==> src/rtl/block_driver.sv <==
// block_driver: stacker-game block mover with bounce, hold/evaluate handshake and win/lose tracking
module block_driver #(
   parameter int          STEP_CYCLES = 4,
   parameter logic [7:0]  START_LOC   = 8'h07
) (
   input  logic       clk,
   input  logic       rst_n,
   input  logic       btn,
   input  logic       stacked,
   output logic [2:0] lineNum,
   output logic [7:0] newBlockLoc,
   output logic       placed,
   output logic       game_over,
   output logic       win
);
   typedef enum logic [2:0] {IDLE, MOVE, HOLD, EVAL, OVER, WIN} state_t;
   localparam logic [7:0] LAST = 8'(STEP_CYCLES - 1);
   state_t     state, state_n;
   logic       dir, dir_n, bounce, placed_n, over_n, win_n;
   logic [7:0] cnt, cnt_n, loc_n, shifted;
   logic [2:0] line_n;
   // dir=1 means moving right; a bounce reverses the shift within the same step
   always_comb begin
      bounce   = dir ? newBlockLoc[0] : newBlockLoc[7];
      shifted  = (dir ^ bounce) ? newBlockLoc >> 1 : newBlockLoc << 1;
      state_n  = state;
      line_n   = lineNum;
      loc_n    = newBlockLoc;
      dir_n    = dir;
      cnt_n    = cnt;
      placed_n = 1'b0;
      over_n   = game_over;
      win_n    = win;
      case (state)
         IDLE: begin
            line_n = 3'd0;
            loc_n  = START_LOC;
            dir_n  = 1'b0;
            cnt_n  = 8'd0;
            over_n = 1'b0;
            win_n  = 1'b0;
            if (btn) state_n = MOVE;
         end
         MOVE: begin
            if (btn) state_n = HOLD;
            else if (cnt == LAST) begin
               cnt_n = 8'd0;
               loc_n = shifted;
               dir_n = dir ^ bounce;
            end else cnt_n = cnt + 8'd1;
         end
         HOLD: state_n = EVAL;
         EVAL: begin
            if (lineNum == 3'd0 || stacked) begin
               placed_n = 1'b1;
               if (lineNum == 3'd7) begin
                  state_n = WIN;
                  win_n   = 1'b1;
               end else begin
                  state_n = MOVE;
                  line_n  = lineNum + 3'd1;
                  loc_n   = START_LOC;
                  dir_n   = 1'b0;
                  cnt_n   = 8'd0;
               end
            end else begin
               state_n = OVER;
               over_n  = 1'b1;
            end
         end
         OVER, WIN: begin
            if (btn) begin
               state_n = IDLE;
               line_n  = 3'd0;
               loc_n   = START_LOC;
               dir_n   = 1'b0;
               cnt_n   = 8'd0;
               over_n  = 1'b0;
               win_n   = 1'b0;
            end
         end
         default: state_n = IDLE;
      endcase
   end
   always_ff @(posedge clk) begin
      if (!rst_n) begin
         state       <= IDLE;
         lineNum     <= 3'd0;
         newBlockLoc <= START_LOC;
         dir         <= 1'b0;
         cnt         <= 8'd0;
         placed      <= 1'b0;
         game_over   <= 1'b0;
         win         <= 1'b0;
      end else begin
         state       <= state_n;
         lineNum     <= line_n;
         newBlockLoc <= loc_n;
         dir         <= dir_n;
         cnt         <= cnt_n;
         placed      <= placed_n;
         game_over   <= over_n;
         win         <= win_n;
      end
   end
endmodule

==> config.mk <==
export PLATFORM = sky130hd
export DESIGN_NAME = block_driver
export DESIGN_NICKNAME = d
export VERILOG_FILES = /design/src/rtl/block_driver.sv
export SDC_FILE = /design/constraint.sdc
export NUM_CORES = 1
export LEC_CHECK = 0
export BUFFER_PORTS_ARGS = -buffer_cell sky130_fd_sc_hd__clkbuf_2
export CAP_MARGIN = 10
export CORE_AREA = 2 2 59 61
export CTS_BUF_LIST = sky130_fd_sc_hd__clkbuf_8
export CTS_CLUSTER_SIZE = 8
export DETAILED_ROUTE_END_ITERATION = 8
export DIE_AREA = 0 0 61 63
export PLACE_DENSITY = 0.72
export RECOVER_POWER = 25
export SYNTH_ARGS = -nofsm -noshare
export SYNTH_HDL_FRONTEND = slang
export SYNTH_SLANG_ARGS = --single-unit
export TNS_END_PERCENT = 10
==> constraint.sdc <==
create_clock -name clk -period 1.9 [get_ports clk]
set_input_delay 0.285 -clock clk [delete_from_list [all_inputs] [get_ports clk]]
set_output_delay 0.285 -clock clk [all_outputs]
set_load 0.01 [all_outputs]
==> run metrics, run 1 <==
Total GRT Usage between 15 and 20%; min-delay src btn; EDFF count, synth 0; CP Launch Type flip-flop; TritonRoute pass-1 iters 5; HP Class input port to flip-flop; Seq cells post-synth 26; ANT nets after route 0; reg-to-reg critical path endpoint newBlockLoc[5]; Top FF cell, synth dfxtp_1; Post-DP HPWL around 2400 um; Max-Cap Viols 0; DRC 0; Syn Inst Count between 150 and 200; PwrDens around 620 nW/um^2; Least-Margin Pin Slew 0.398 ns; final wirelength between 3000 and 4000 um; layout cells sized above 1 ~18%; Worst-path clk slew 0.09 ns; Area Overhead vs Synth 12.8%; fillers 308; Final #Nets around 200; vias post-DR between 1,000 and 1,500; Cell Area, Synth 1510 sq um; Syn Area/Cell just under 9 sq um; Worst EP arrival 1.99 ns; CP Max Fanout 9; global route overflow 0; io pins 18; vias in the first global route 1,212; crit path capture type flip-flop; area occupied by multi-input gates around 940 sq um; Setup TNS 0 ns; Max Slew Vio Count 0; FMAX between 500 and 600 MHz; Async SR Flop Fraction 0%; Leakage roughly 0.65 nW; status finished, final reports clean; RSZ-0062 raised after global routing false; register area ~520 sq um; GP Congestion 0.804; Die Y 63 um; DR iter-0 viols 55; slew margin rel. roughly three quarters; met1 wire length ~1500 um; VDD IR max between 0.2 and 0.3 mV; Synth cell types 41; die width just over 60 um; Final Critical Period ~1.8 ns; met3 wire length approximately 100 um; WS Path Type flip-flop to flip-flop; worst-skew pair later-pin latency ~0.26 ns; DR WL/cell between 10 and 15 um; core region area between 3000 and 4000 sq um; worst r2r path cells 5; first-pass GRT wire length around 5300 um; Met2 Routed Length about 1600 um; die area approximately 3800 sq um; Final Cycle Share 94.5%; I/O Buffers 17; Root Buffer clkbuf_8; synthesized net count around 180; row cnt 21; Synth Warn # 0; initial antenna violation count 0; Hold WS between 0.3 and 0.4 ns; utilization after layout 52.8%; diode count 0; Required @ worst endpoint 2.09 ns; CTS Buf Count 3; R2R setup slack about 0.11 ns; Endpoint, Worst Hold state[0]; Final setup viols 0; final hold vios 0; Vias per Instance 5.62; register area share after synthesis between 30% and 40%; WHS Path Cells 4; top sig layer met4; TritonCTS clock tree done; Starting Density between 40% and 50%; clk_skew 0.00812 ns; worst-case clock buffer depth 2; largest net degree at the start of global routing 21; R2R Path Start state[2]; CTS sink count 26; H-tree depth 1
[logic make-up after synthesis]
kind of cell | after synthesis | share of synthesized area (%)
and+or+nand+nor | 78 | 30.2
AOI/OAI and AO/OA | 43 | 21.0
DFF | 26 | 34.4
buffers and inverters | 12 | 4.21
muxes | 10 | 6.94
adders and majority gates | 4 | 3.31
[worst max path at each step]
stage                endpoint  startpoint  depth (start not counted)  slack, ns
2_1_floorplan  newBlockLoc[1]      cnt[0]                          6       0.02
3_3_place_gp   newBlockLoc[4]  lineNum[0]                          7       0.11
3_5_place_dp   newBlockLoc[5]  lineNum[0]                          7      -0.05
4_1_cts        newBlockLoc[5]  lineNum[0]                          7       0.07
5_1_grt        newBlockLoc[3]      cnt[4]                          5      0.002
6_report       newBlockLoc[5]    state[2]                          5       0.11
[flip-flops by register name (all words and copies together), names as in the netlist]
name	count
dir	1
game_over	1
state	3
newBlockLoc	8
lineNum	3
placed	1
cnt	8
win	1
[critical path, stage by stage, from the launching register on]
cell     delay [ns]
dfxtp_1        0.47
and3b_1        0.23
o32a_1         0.35
a31oi_4        0.25
buf_4          0.22
mux2i_1        0.21
[synth_stat cells (3+ instances only)]
cell / n / area [sq um]
a211oi_1: 7 / 52.6
a21boi_0: 7 / 52.6
a21o_1: 4 / 30.0
a21oi_1: 3 / 15.0
and2_1: 3 / 18.8
and3_1: 3 / 18.8
clkbuf_1: 5 / 18.8
dfxtp_1: 26 / 521
ha_1: 4 / 50.1
inv_1: 5 / 18.8
mux2i_1: 9 / 90.1
nand2_1: 22 / 82.6
nand3_1: 8 / 40.0
nand3b_1: 9 / 67.6
nor2_1: 6 / 22.5
nor2b_1: 5 / 31.3
nor3b_1: 3 / 22.5
o21ai_0: 8 / 40.0
o22ai_1: 6 / 37.5
or3b_2: 4 / 35.0
[layout by cell type (no fill, tap or decap), types with 6 or more instances in the layout]
cell,count
clkbuf_2,9
clkbuf_1,8
a21boi_0,7
o21ai_0,7
nand2_1,22
a211oi_1,7
nor2_1,6
buf_4,7
o22ai_1,6
dfxtp_1,26
nand3_1,8
mux2i_1,9
nand3b_1,9
[per-stage QoR]
| stage | cell area (sq um) | total power, mW | worst slack [ns] | std cells |
|---|---|---|---|---|
| after detailed placement | 1660 | 0.773 | -0.0461 | 236 |
| after CTS | 1710 | 1.07 | 0.0656 | 239 |
| after floorplan | 1510 | 0.740 | 0.0192 | 173 |
| after global placement | 1660 | 0.765 | 0.113 | 236 |
| after global routing | 1710 | 1.12 | 0.00243 | 239 |
| final | 1710 | 1.06 | 0.105 | 239 |
[per-layer routing]
metal | GRT usage (%) | up-vias
li1 | - | 670
met1 | 24.9 | 641
met2 | 27.7 | 29
met3 | 1.86 | 2
met4 | 6.25 | 0
met5 | 0 | -
[layout make-up]
| type | count | share of cell area, % |
|---|---|---|
| multi-input combinational | 135 | 55.2 |
| sequential | 26 | 30.5 |
| timing repair buffer | 24 | 7.47 |
| tap | 46 | 3.37 |
| clock buffer | 3 | 2.42 |
| inverter | 5 | 1.10 |
[repair_timing]
| action | CTS | global route |
|---|---|---|
| hold buffers | 0 | 0 |
| pin swaps | 0 | 1 |
| setup buffers | 0 | 0 |
| endpoints found under the setup margin | 6 | 7 |
| gates resized for setup | 1 | 3 |
[power by group]
group,internal [mW],total [mW],switching (mW)
combinational,0.0838,0.185,0.102
clock,0.142,0.298,0.156
sequential,0.557,0.576,0.0186
(Power assumes the default switching activity.)
==> inputs of run 2 (changes only) <==
ABC_AREA = 1   (was unset)
CORE_AREA = 2 2 56 58   (was 2 2 59 61)
CTS_CLUSTER_DIAMETER = 50   (was unset)
DIE_AREA = 0 0 58 60   (was 0 0 61 63)
PLACE_DENSITY = 0.77   (was 0.72)
==> run 2 against run 1 <==
Effect of this change: via count down 0.97%; hold slack worse by 0.024 ns; critical path type unchanged; largest cell class unchanged; critical endpoint is now newBlockLoc[6]; non-clock buffer count down 7; area after synthesis down 2.2%.
==> run metrics, run 2 <==
multiplexer share of the synthesized area 0% (was 6.94%); core region area 2900 sq um (was 3230 sq um); VDD IR max 0.662 mV (was 0.270 mV); Max-Cap Viols 0 (unchanged); die width 58 um (was 61 um); Top FF cell, synth dfxtp_1 (unchanged); largest net degree at the start of global routing 16 (was 21); placed inst area 1560 sq um (was 1660 sq um); ANT nets after route 0 (unchanged); DR iter-0 viols 23 (was 55); top cells by count, synth nand2_1 (62), nor2_1 (34), dfxtp_1 (26) (was dfxtp_1 (26), nand2_1 (22), mux2i_1 (9), nand3b_1 (9)); synthesized net count 229 (was 181); Max Slew Vio Count 0 (unchanged); layout cells sized above 1 11.9% (was 17.6%); final hold vios 0 (unchanged); Setup WS pre-CTS 0.225 ns (was -0.0461 ns); design area 1600 sq um (was 1710 sq um); CP Max Fanout 15 (was 9); Area Overhead vs Synth 8.37% (was 12.8%); worst-skew pair later-pin latency 0.27 ns (was 0.26 ns); clk_skew 0.00233 ns (was 0.00812 ns); Total GRT Usage 18.1% (was 17.7%); io pins 18 (unchanged); Area contributors post-synth dfxtp_1 (35%), nand2_1 (16%), nor2_1 (8.6%), inv_1 (5.6%), a21oi_1 (4.7%) (was dfxtp_1 (34%), mux2i_1 (6.0%), nand2_1 (5.5%), nand3b_1 (4.5%), a211oi_1 (3.5%)); Setup TNS 0 ns (unchanged); WS Path Type flip-flop to flip-flop (unchanged); Final Cycle Share 87.6% (was 94.5%); Required @ worst endpoint 2.07 ns (was 2.09 ns); Final Worst Setup Slack 0.236 ns (was 0.105 ns); PwrDens 751 nW/um^2 (was 620 nW/um^2); die area 3480 sq um (was 3840 sq um); DRC 0 (unchanged); Largest regs cnt x8, newBlockLoc x8 (unchanged); Final #Nets 245 (was 203); Least-Margin Pin Slew 0.428 ns (was 0.398 ns); FMAX 601 MHz (was 557 MHz); xor/xnor share of the synthesized area 0.592% (was 0%); first-pass GRT wire length 4970 um (was 5350 um); crit path capture type flip-flop (unchanged); Worst EP arrival 1.84 ns (was 1.99 ns); Inst Count DP 265 (was 236); Syn Inst Count 221 (was 173); Seq cells post-synth 26 (unchanged); TritonRoute pass-1 iters 4 (was 5); largest family of logic cells by synthesized area simple AND/OR/NAND/NOR gates (unchanged); slew margin rel. 71.4% (was 73.2%); CTS sink count 26 (unchanged); Starting Density 51.0% (was 46.8%); top-count cell post-synth nand2_1 (was dfxtp_1); register area 520 sq um (unchanged); Vias per Instance 4.94 (was 5.62); DR WL/cell 10.2 um (was 13.5 um); worst-case clock buffer depth 2 (unchanged); global route overflow 0 (unchanged); Synth cell types 26 (was 41); TritonCTS clock tree done (unchanged); final cell count without fillers 269 (was 239); vias post-DR 1,329 (was 1,342); postcts setup bufs 0 (unchanged); row cnt 20 (was 21); Root Buffer clkbuf_8 (unchanged); Post-DP HPWL 2000 um (was 2420 um); CP Launch Type flip-flop (unchanged); register area share after synthesis 35.2% (was 34.4%); Synth Warn # 0 (unchanged); area occupied by multi-input gates 812 sq um (was 942 sq um); Compound-Gate Fraction of Synth Area 11.9% (was 21.0%); commonest non-fill, non-tap cell in the layout nand2_1 (was dfxtp_1); CTS Buf Count 3 (unchanged); EDFF count, synth 0 (unchanged); Worst-path clk slew 0.09 ns (about the same); share of the synthesized area in the top cell type 35.2% (was 34.4%); I/O Buffers 17 (unchanged); Die Y 60 um (was 63 um); H-tree depth 1 (unchanged); status finished, final reports clean (unchanged); final wirelength 2750 um (was 3220 um); adder and majority gate portion of the synthesized area 3.38% (was 3.31%); post_cts resized 0 (was 1); dominant cell type by area after synthesis dfxtp_1 (unchanged); Hold WS 0.333 ns (was 0.357 ns); fillers 296 (was 308); GP Congestion 0.790 (was 0.804); initial antenna violation count 0 (unchanged); Async SR Flop Fraction 0% (unchanged); Final Critical Period 1.66 ns (was 1.79 ns); Final setup viols 0 (unchanged); Cell Area, Synth 1480 sq um (was 1510 sq um); diode count 0 (unchanged); HP Class input port to flip-flop (unchanged); vias in the first global route 1,171 (was 1,212); area share of and/or/nand/nor cells after synthesis 39.0% (was 30.2%); RSZ-0062 raised after global routing false (unchanged); Leakage 0.698 nW (was 0.649 nW); Syn Area/Cell 6.70 sq um (was 8.75 sq um); most frequent cells in the layout nand2_1 (62), nor2_1 (34), dfxtp_1 (26) (was dfxtp_1 (26), nand2_1 (22), nand3b_1 (9), mux2i_1 (9), clkbuf_2 (9)); CTS Hold Buffers Added 0 (unchanged)
-- run 2: cell types whose count changed in the layout (fill, tap and decap cells not counted), sizes merged, moves of 5 or more --
cell    delta
nand3b     -9
mux2i      -9
nor2b      -5
a211oi     -7
nand2     +41
inv       +21
a21oi     +11
a21boi     -7
o22ai      -6
buf        -7
nor2      +34
nand3      +8
-- run 2: path summary, 6_finish.rpt --
check,start,to,slack (ns),depth (start not counted)
setup / recovery,lineNum[1],newBlockLoc[6],0.24,10
hold / removal,btn,state[0],0.33,4
setup reg to reg,lineNum[1],newBlockLoc[6],0.24,10
hold reg to reg,win,win,0.48,2
-- run 2: power by group --
part,leakage (nW),switching (mW),internal (mW)
registers,0.212,0.0308,0.579
clock network,0.0288,0.170,0.185
logic,0.457,0.158,0.0823
-- run 2: layer usage --
metal,vias to the layer above,global-route usage (%),wire length (um),share of wire [%]
met5,-,0,0,0
met4,0,5.98,31,1.1
met3,4,2.60,60,2.2
met2,15,29.2,1230,45
met1,578,25.0,1430,52
li1,732,-,-,-
-- run 2: critical path: stages, from the launching register on --
cell,delay [ns]
dfxtp_1,0.34
ha_1,0.18
ha_1,0.17
inv_1,0.06
nand2_1,0.06
nand2_1,0.10
nand3_4,0.17
nor2_4,0.28
nand2_1,0.09
nand2_1,0.07
nor2_1,0.04
-- run 2: logic make-up (layout without fill, tap and decap cells) --
logic type                 after synthesis  count (layout)
AOI/OAI and AO/OA                       32              32
xor gates and xnor gates                 1               1
adders and majority gates                4               4
buffers and inverters                   32              47
DFF                                     26              26
and+or+nand+nor                        126             126
-- run 2: per-stage QoR --
stage	utilization (%)	power, mW
6_report	55.3	1.21
5_1_grt	55.3	1.29
4_1_cts	55.6	1.22
3_5_place_dp	53.7	0.867
3_3_place_gp	53.7	0.863
2_1_floorplan	-	0.818
-- run 2: cell type report --
cell class | instances | area share [%]
clock buffers | 4 | 3.43
inverters | 26 | 6.24
multi-input cells | 163 | 50.6
flip-flops and latches | 26 | 32.4
well taps | 33 | 2.57
repair buffers | 17 | 4.68
==> inputs of run 3 (changes only) <==
MAX_ROUTING_LAYER = met4   (was unset)
==> run 3 against run 2 <==
Effect of this change: via count fell by 0.38%; combinational power about the same; clock skew is essentially flat; flip-flop and latch count unchanged; critical path type unchanged; critical endpoint unchanged; clock power about the same; wire length fell by 0.29%; highest routed layer unchanged; final cell count stayed put; clock-buffer cell count stayed put; hold slack is essentially flat.
==> run metrics, run 3 (synthesized netlist as in run 2, its figures left out) <==
status finished, final reports clean (unchanged); DRC 0 (unchanged); Post-DP HPWL 2000 um (unchanged); vias post-DR 1,324 (was 1,329); HP Class input port to flip-flop (unchanged); H-tree depth 1 (unchanged); Setup TNS 0 ns (unchanged); first-pass GRT wire length 4970 um (unchanged); io pins 18 (unchanged); CP Launch Type flip-flop (unchanged); WS Path Type flip-flop to flip-flop (unchanged); CTS sink count 26 (unchanged); post_cts resized 0 (unchanged); final cell count without fillers 269 (unchanged); Die Y 60 um (unchanged); area occupied by multi-input gates 812 sq um (unchanged); layout cells sized above 1 11.9% (unchanged); DR iter-0 viols 19 (was 23); design area 1600 sq um (unchanged); worst-case clock buffer depth 2 (unchanged); diode count 0 (unchanged); Final #Nets 245 (unchanged); core region area 2900 sq um (unchanged); Required @ worst endpoint 2.07 ns (about the same); Final setup viols 0 (unchanged); Inst Count DP 265 (unchanged); fillers 296 (unchanged); Least-Margin Pin Slew 0.440 ns (was 0.428 ns); Leakage 0.698 nW (unchanged); final hold vios 0 (unchanged); Hold WS 0.333 ns (about the same); Max-Cap Viols 0 (unchanged); vias in the first global route 1,172 (was 1,171); TritonRoute pass-1 iters 4 (unchanged); clk_skew 0.00239 ns (was 0.00233 ns); worst-skew pair later-pin latency 0.27 ns (about the same); register area 520 sq um (unchanged); RSZ-0062 raised after global routing false (unchanged); PwrDens 751 nW/um^2 (about the same); postcts setup bufs 0 (unchanged); row cnt 20 (unchanged); final wirelength 2740 um (was 2750 um); crit path capture type flip-flop (unchanged); global route overflow 0 (unchanged); CP Max Fanout 15 (unchanged); Final Critical Period 1.66 ns (about the same); largest net degree at the start of global routing 16 (unchanged); ANT nets after route 0 (unchanged); Largest regs cnt x8, newBlockLoc x8 (unchanged); most frequent cells in the layout nand2_1 (62), nor2_1 (34), dfxtp_1 (26) (unchanged); commonest non-fill, non-tap cell in the layout nand2_1 (unchanged); Starting Density 51.0% (unchanged); Root Buffer clkbuf_8 (unchanged); Worst-path clk slew 0.09 ns (about the same); Vias per Instance 4.92 (was 4.94); Max Slew Vio Count 0 (unchanged); Worst EP arrival 1.84 ns (about the same); Area Overhead vs Synth 8.37% (unchanged); CTS Buf Count 3 (unchanged); FMAX 601 MHz (about the same); TritonCTS clock tree done (unchanged); die area 3480 sq um (unchanged); Final Cycle Share 87.6% (about the same); initial antenna violation count 0 (unchanged); GP Congestion 0.801 (was 0.790); slew margin rel. 70.6% (was 71.4%); die width 58 um (unchanged); Total GRT Usage 18.7% (was 18.1%); placed inst area 1560 sq um (unchanged); CTS Hold Buffers Added 0 (unchanged); VDD IR max 0.661 mV (was 0.662 mV); DR WL/cell 10.2 um (about the same); I/O Buffers 17 (unchanged)
==> run 3: cell counts in the layout (fill, tap and decap cells not counted) <==
No cell type changed its count.
==> run 3: worst max-delay path: stages (launching register included) <==
cell and delay, ns:
dfxtp_1 0.34, ha_1 0.18, ha_1 0.17, inv_1 0.06, nand2_1 0.06, nand2_1 0.10, nand3_4 0.17, nor2_4 0.28
nand2_1 0.09, nand2_1 0.07, nor2_1 0.04
==> run 3: where the power goes <==
group | leakage, nW | switching, mW | total [mW] | internal [mW]
combinational | 0.457 | 0.158 | 0.240 | 0.0823
clock | 0.0288 | 0.169 | 0.354 | 0.185
sequential | 0.212 | 0.0310 | 0.609 | 0.578
total | 0.698 | 0.358 | 1.20 | 0.846
==> run 3: through the flow <==
step | util (%) | power [mW] | worst slack (ns)
after floorplan | - | 0.818 | 0.409
after global placement | 53.7 | 0.863 | 0.251
after detailed placement | 53.7 | 0.867 | 0.225
after CTS | 55.6 | 1.22 | 0.211
after global routing | 55.3 | 1.29 | 0.00692
final | 55.3 | 1.20 | 0.236
==> run 3: cell type report <==
cell class                 instances  share of cell area, %
inverter                          26                   6.24
clock buffer                       4                   3.43
tap                               33                   2.57
multi-input combinational        163                   50.6
timing repair buffer              17                   4.68
sequential                        26                   32.4
==> run 3: worst paths after layout <==
kind | from | to | slack [ns] | cells after the start
worst min register to register | win | win | 0.48 | 2
worst max-delay path | lineNum[1] | newBlockLoc[6] | 0.24 | 10
worst min-delay path | btn | state[0] | 0.33 | 4
worst max register to register | lineNum[1] | newBlockLoc[6] | 0.24 | 10
==> run 3: per-layer routing <==
layer | global-route usage, % | vias to the layer above | wire length [um]
met5 | - | - | 0
met4 | 5.98 | 0 | 37
met2 | 29.2 | 17 | 1230
li1 | - | 731 | -
met3 | 2.60 | 5 | 76
met1 | 25.0 | 571 | 1400
